<file path="src/rtl/regfile_mp_if.sv">
// Write-back / operand-read bundle of the multi-port register file plus its clear handshake.
// Master side is the controller/ALU muxes, slave side is the register file.
interface regfile_mp_if #(
    parameter int DATA_W   = 16,
    parameter int ADDR_W   = 4,
    parameter int RD_PORTS = 2
);
    logic                       writeEn;
    logic [ADDR_W-1:0]          wrAddr;
    logic [DATA_W-1:0]          wrData;
    logic [RD_PORTS*ADDR_W-1:0] rdAddr;
    logic [RD_PORTS*DATA_W-1:0] rdData;
    logic                       clearReq;
    logic                       busy;
    logic                       clearDone;
    logic                       wrDropped;

    modport master (
        output writeEn, wrAddr, wrData, rdAddr, clearReq,
        input  rdData, busy, clearDone, wrDropped
    );

    modport slave (
        input  writeEn, wrAddr, wrData, rdAddr, clearReq,
        output rdData, busy, clearDone, wrDropped
    );
endinterface

</file>
<file path="src/rtl/regfile_mp.sv">
// Parametrised multi-read-port register file with async array reset, optional bypass/zero reg, clear sweep.
// Latency: reads combinational (0 cycles); writes commit on posedge; clear sweep takes exactly DEPTH cycles.
// Backpressure: busy high during the sweep; writes arriving then are dropped and flagged by wrDropped next cycle.
module regfile_mp #(
    parameter int DATA_W    = 16,
    parameter int ADDR_W    = 4,
    parameter int RD_PORTS  = 2,
    parameter bit BYPASS    = 1'b1,
    parameter bit ZERO_REG0 = 1'b0
) (
    input  logic          clk,
    input  logic          resetN,
    regfile_mp_if.slave   bus
);
    localparam int DEPTH = 2 ** ADDR_W;

    typedef enum logic {
        IDLE  = 1'b0,
        CLEAR = 1'b1
    } state_t;

    state_t                     state;
    state_t                     state_nxt;
    logic [ADDR_W-1:0]          ptr;
    logic [ADDR_W-1:0]          ptr_nxt;
    logic [DATA_W-1:0]          mem [DEPTH];
    logic                       busy;
    logic                       sweep_last;
    logic                       wr_commit;
    logic                       wr_drop;
    logic                       wr_dropped_q;
    logic [RD_PORTS*DATA_W-1:0] rd_all;

    always_ff @(posedge clk or negedge resetN) begin
        if (!resetN) begin
            state <= IDLE;
            ptr   <= '0;
        end else begin
            state <= state_nxt;
            ptr   <= ptr_nxt;
        end
    end

    // clearReq is only looked at in IDLE, so requests during a sweep are never queued.
    always_comb begin
        state_nxt  = state;
        ptr_nxt    = ptr;
        sweep_last = 1'b0;
        case (state)
            IDLE: begin
                if (bus.clearReq) begin
                    state_nxt = CLEAR;
                    ptr_nxt   = '0;
                end
            end
            CLEAR: begin
                ptr_nxt = ptr + 1'b1;
                if (&ptr) begin
                    sweep_last = 1'b1;
                    state_nxt  = IDLE;
                end
            end
            default: state_nxt = IDLE;
        endcase
    end

    assign busy      = (state == CLEAR);
    assign wr_drop   = bus.writeEn && busy;
    assign wr_commit = bus.writeEn && !busy && !(ZERO_REG0 && (bus.wrAddr == '0));

    always_ff @(posedge clk or negedge resetN) begin
        if (!resetN) begin
            for (int i = 0; i < DEPTH; i++) begin
                mem[i] <= '0;
            end
            wr_dropped_q <= 1'b0;
        end else begin
            wr_dropped_q <= wr_drop;
            if (busy) begin
                mem[ptr] <= '0;
            end else if (wr_commit) begin
                mem[bus.wrAddr] <= bus.wrData;
            end
        end
    end

    // Zero register and reset override the bypass; bypass is suppressed while the sweep owns the array.
    always_comb begin : p_read
        logic [ADDR_W-1:0] ra;
        logic [DATA_W-1:0] rd;
        rd_all = '0;
        for (int p = 0; p < RD_PORTS; p++) begin
            ra = bus.rdAddr[p*ADDR_W +: ADDR_W];
            rd = mem[ra];
            if (BYPASS && bus.writeEn && !busy && (ra == bus.wrAddr)) begin
                rd = bus.wrData;
            end
            if ((ZERO_REG0 && (ra == '0)) || !resetN) begin
                rd = '0;
            end
            rd_all[p*DATA_W +: DATA_W] = rd;
        end
    end

    assign bus.rdData    = rd_all;
    assign bus.busy      = busy;
    assign bus.clearDone = sweep_last;
    assign bus.wrDropped = wr_dropped_q;
endmodule

</file>
<file path="src/flat_wrapper.sv">
// flat-port wrapper written by rule: the top's interface ports become plain ports
module regfile_mp_flat 
#(
    parameter int DATA_W    = 16,
    parameter int ADDR_W    = 4,
    parameter int RD_PORTS  = 2,
    parameter bit BYPASS    = 1'b1,
    parameter bit ZERO_REG0 = 1'b0
)
  (clk, resetN, bus_writeEn, bus_wrAddr, bus_wrData, bus_rdAddr, bus_clearReq, bus_rdData, bus_busy, bus_clearDone, bus_wrDropped);
  regfile_mp_if #(.DATA_W(DATA_W), .ADDR_W(ADDR_W), .RD_PORTS(RD_PORTS)) bus_i ();
  input  logic clk;
  input  logic resetN;
  input wire logic [$bits(bus_i.writeEn)-1:0] bus_writeEn;
  input wire logic [$bits(bus_i.wrAddr)-1:0] bus_wrAddr;
  input wire logic [$bits(bus_i.wrData)-1:0] bus_wrData;
  input wire logic [$bits(bus_i.rdAddr)-1:0] bus_rdAddr;
  input wire logic [$bits(bus_i.clearReq)-1:0] bus_clearReq;
  output wire logic [$bits(bus_i.rdData)-1:0] bus_rdData;
  output wire logic [$bits(bus_i.busy)-1:0] bus_busy;
  output wire logic [$bits(bus_i.clearDone)-1:0] bus_clearDone;
  output wire logic [$bits(bus_i.wrDropped)-1:0] bus_wrDropped;
  assign bus_i.writeEn = bus_writeEn;
  assign bus_i.wrAddr = bus_wrAddr;
  assign bus_i.wrData = bus_wrData;
  assign bus_i.rdAddr = bus_rdAddr;
  assign bus_i.clearReq = bus_clearReq;
  assign bus_rdData = bus_i.rdData;
  assign bus_busy = bus_i.busy;
  assign bus_clearDone = bus_i.clearDone;
  assign bus_wrDropped = bus_i.wrDropped;
  regfile_mp #(.DATA_W(DATA_W), .ADDR_W(ADDR_W), .RD_PORTS(RD_PORTS), .BYPASS(BYPASS), .ZERO_REG0(ZERO_REG0)) u_core (.clk(clk), .resetN(resetN), .bus(bus_i));
endmodule
</file>
<file path="config.mk">
export PLATFORM = sky130hd
export DESIGN_NAME = regfile_mp_flat
export DESIGN_NICKNAME = d
export VERILOG_FILES = /design/src/rtl/regfile_mp_if.sv /design/src/rtl/regfile_mp.sv /design/src/flat_wrapper.sv
export SDC_FILE = /design/constraint.sdc
export NUM_CORES = 1
export LEC_CHECK = 0
export CAP_MARGIN = 20
export CORE_MARGIN = 3
export CORE_UTILIZATION = 45
export DETAILED_ROUTE_END_ITERATION = 8
export PLACE_DENSITY = 0.66
export SYNTH_ARGS = -nofsm -noshare
export SYNTH_HDL_FRONTEND = slang
export SYNTH_SLANG_ARGS = --single-unit
</file>
<file path="constraint.sdc">
create_clock -name clk -period 2.6 [get_ports clk]
set_input_delay 0.52 -clock clk [delete_from_list [all_inputs] [get_ports clk]]
set_output_delay 0.52 -clock clk [all_outputs]
set_load 0.01 [all_outputs]
</file>
==> metrics.md <==
| Metric | Value |
|---|---|
| Number of synthesized flops with an enable pin | `0` |
| Top routing layer in use | `met4` |
| Crit path kind | `input pin to output port` |
| Die outline area | `33,100 um2` |
| Post-route DRC | `0` |
| TritonCTS Sinks | `262` |
| Worst setup SP type | `input pin` |
| Worst-path fanout max | `5` |
| Clock Skew | `0.0107 ns` |
| Synth Area per Inst | `13.5 um2` |
| Clk Latency, worst-skew pair | `0.55 ns` |
| Status | `complete, but fails checks` |
| Stages on the worst setup path | `9` |
| Initial Util | `0.464` |
| Worst path bufs/invs | `5` |
| RSZ-0062 raised after global routing | `true` |
| Initial DRC count | `1,381` |
| Worst-case reg-to-reg path depth | `5` |
| Global-route wire length before repair | `~74,000 um` |
| Syn-to-layout area delta | `29.5%` |
| PnR worst setup slack | `-0.110 ns` |
| Drt pass-1 iters | `5` |
| Hold slack | `about 0.023 ns` |
| Leakage dissipation | `0.00819 uW` |
| N_diodes | `0` |
| Max Clock Freq | `roughly 0.37 GHz` |
| Max Slew Vio Count | `0` |
| Final setup violating endpoints | `30` |
| HPWL Detailed | `just under 30,000 um` |
| Slowest-stage cell, CP | `mux4_2` |
| Largest stage delay on the critical path | `0.50 ns` |
| Type of the tightest min-delay check | `input pin to async pin` |
| IO Pins | `67` |
| GRT Overall Usage | `0.293` |
| Cells after synthesis | `between 1,000 and 1,500` |
| Crit end category | `output port` |
| Reg clk slew, reported paths | `around 0.06 ns` |
| # port buffers | `66` |
| Count of cell types in the netlist | `37` |
| Die height | `around 180 um` |
| Ys flop type | `dfrtp_1` |
| Dpl ws | `-0.726 ns` |
| Number of global-route vias before repair | `11,700` |
| Fin nets | `1,238` |
| Final antenna-violating net count | `0` |
| Wl on met1 | `between 15,000 and 20,000 um` |
| Routed met3 length | `4420 um` |
| TritonCTS clock tree | `done` |
| Initial antenna violation count | `0` |
| Post-synth net total | `about 1,100` |
| Number of CTS-inserted buffers | `29` |
| Most frequent cells in the layout | `a22o_1, dfrtp_1, buf_4` |
| Clock Path Buffers | `3` |
| Routability Congestion | `0.923` |
| Layout cells sized above 1 | `0.422` |
| Worst EP required | `2.08 ns` |
| Routed len/inst | `30.3 um` |
| Yosys reg bits | `between 200 and 300` |
| Grt total ovfl | `0` |
| Worst-margin pin slew | `around 1.1 ns` |
| Aggregate routed wire length | `between 40,000 and 50,000 um` |
| DR vias | `approximately 11,000` |
| Core box area | `30,000 um2` |
| Ys async rst share | `1.00` |
| Synthesized cell area | `13,900 um2` |
| Placed cell count | `1,498` |
| PwrDens | `~760 nW/um2` |
| Period utilization | `1.04` |
| Final worst path period need | `2.71 ns` |
| Critical-path cell list | `buf_12, buf_12, buf_12, buf_12, mux4_2, a22oi_2, nand2_1, a22o_1, buf_2` |
| Final Hold Vio Count | `0` |
| Die width | `182 um` |
| Peak VDD IR | `around 0.42 mV` |
| Failing checks | `setup timing` |
| Worst path top cell family by delay | `buffers and inverters` |
| Clock Tree Root | `clkbuf_16` |
| Max-cap viol count | `0` |
| Via density | `7.04` |
| Most used cell, CP | `buf_12` |
| Core Rows | `63` |
| Commonest non-fill, non-tap cell in the layout | `a22o_1` |
| Syn. warnings | `0` |
| Worst rel slew slack | `0.278` |
| Filler-free cell count of the finished design | `1,613` |
| Worst Path Arrival | `2.19 ns` |
| Setup TNS | `-1.47 ns` |
| H-tree depth | `1` |
| DR WL met2 | `~24,000 um` |
| Maximum number of pins on one net before global-route repair | `139` |
| Sequential share of the synthesized area | `0.471` |
[Yosys cell counts (6+ instances only)]
cell      number  share of area
nand3_1       18         0.0065
mux4_2       128           0.21
mux2i_1       16          0.012
buf_1          6         0.0016
xor2_1         9         0.0057
nand2_1       40          0.011
o21ai_0       18         0.0065
nor2b_1        7         0.0031
nor2_1        13         0.0035
dfrtp_1      262           0.47
a22o_1       272           0.17
buf_2         38          0.014
a21oi_1       12         0.0043
clkbuf_1      78          0.021
and2_1         7         0.0031
a22oi_1       64          0.035
[power breakdown]
group	leakage (uW)	internal [uW]	total, uW	switching (uW)
clock network	0.000503	2690	4430	1740
registers	0.00362	4770	5360	596
logic	0.00407	1970	3930	1950
total	0.00819	9420	13700	4290
[cells by family after synthesis]
kind of cell | Yosys count | synth area share
muxes | 144 | 0.219
xor gates and xnor gates | 10 | 0.00629
DFF | 262 | 0.471
buffers and inverters | 130 | 0.0406
adders and majority gates | 4 | 0.00359
and+or+nand+nor | 105 | 0.0400
AOI/OAI and AO/OA | 373 | 0.220
[per-layer routing]
layer  vias to the layer above  GRT usage
li1                       4526          -
met1                      5881      0.400
met2                       793      0.468
met3                       156     0.0413
met4                         0      0.137
met5                         -          0
[final timing paths]
kind                                 start  slack (ns)               to
setup / recovery             bus_rdAddr[4]       -0.11   bus_rdData[23]
hold / removal                      resetN        0.02   u_core.mem[81]
setup reg to reg           u_core.bus.busy        0.45  u_core.mem[240]
hold reg to reg             u_core.mem[34]        0.52   u_core.mem[34]
max in group asynchronous           resetN        1.29  u_core.mem[181]
min in group clk            u_core.mem[34]        0.52   u_core.mem[34]
[through the flow]
step                      instance area (um2)   util  power [uW]
after floorplan                         13900      -        7340
after global placement                  16000  0.532        8650
after detailed placement                16000  0.532        8740
after CTS                               17900  0.596       13600
after global routing                    18000  0.600       14200
final                                   18000  0.600       13700
[cell type report]
cell class              count  area, um2
inverters                   3       11.3
clock buffers              38        850
well taps                 390        488
fillers                  2309      12000
multi-input cells         636       7190
clock inverters            14        184
repair buffers            270       2750
flip-flops and latches    262       6560
[repair_timing]
action | in CTS | in global routing
hold buffers | 1 | 0
cloned | 8 | 0
setup buffers | 43 | 15
endpoints found under the setup margin | 33 | 33
endpoints found under the hold margin | 22 | 0
pin swaps | 61 | 21
resized for setup | 249 | 20
[sequential cells by signal, indices dropped and copies added (netlist names)]
name                  flops
u_core.ptr                4
u_core.bus.busy           1
u_core.bus.wrDropped      1
u_core.mem              256
No activity file was read; power rests on OpenSTA's default activity.
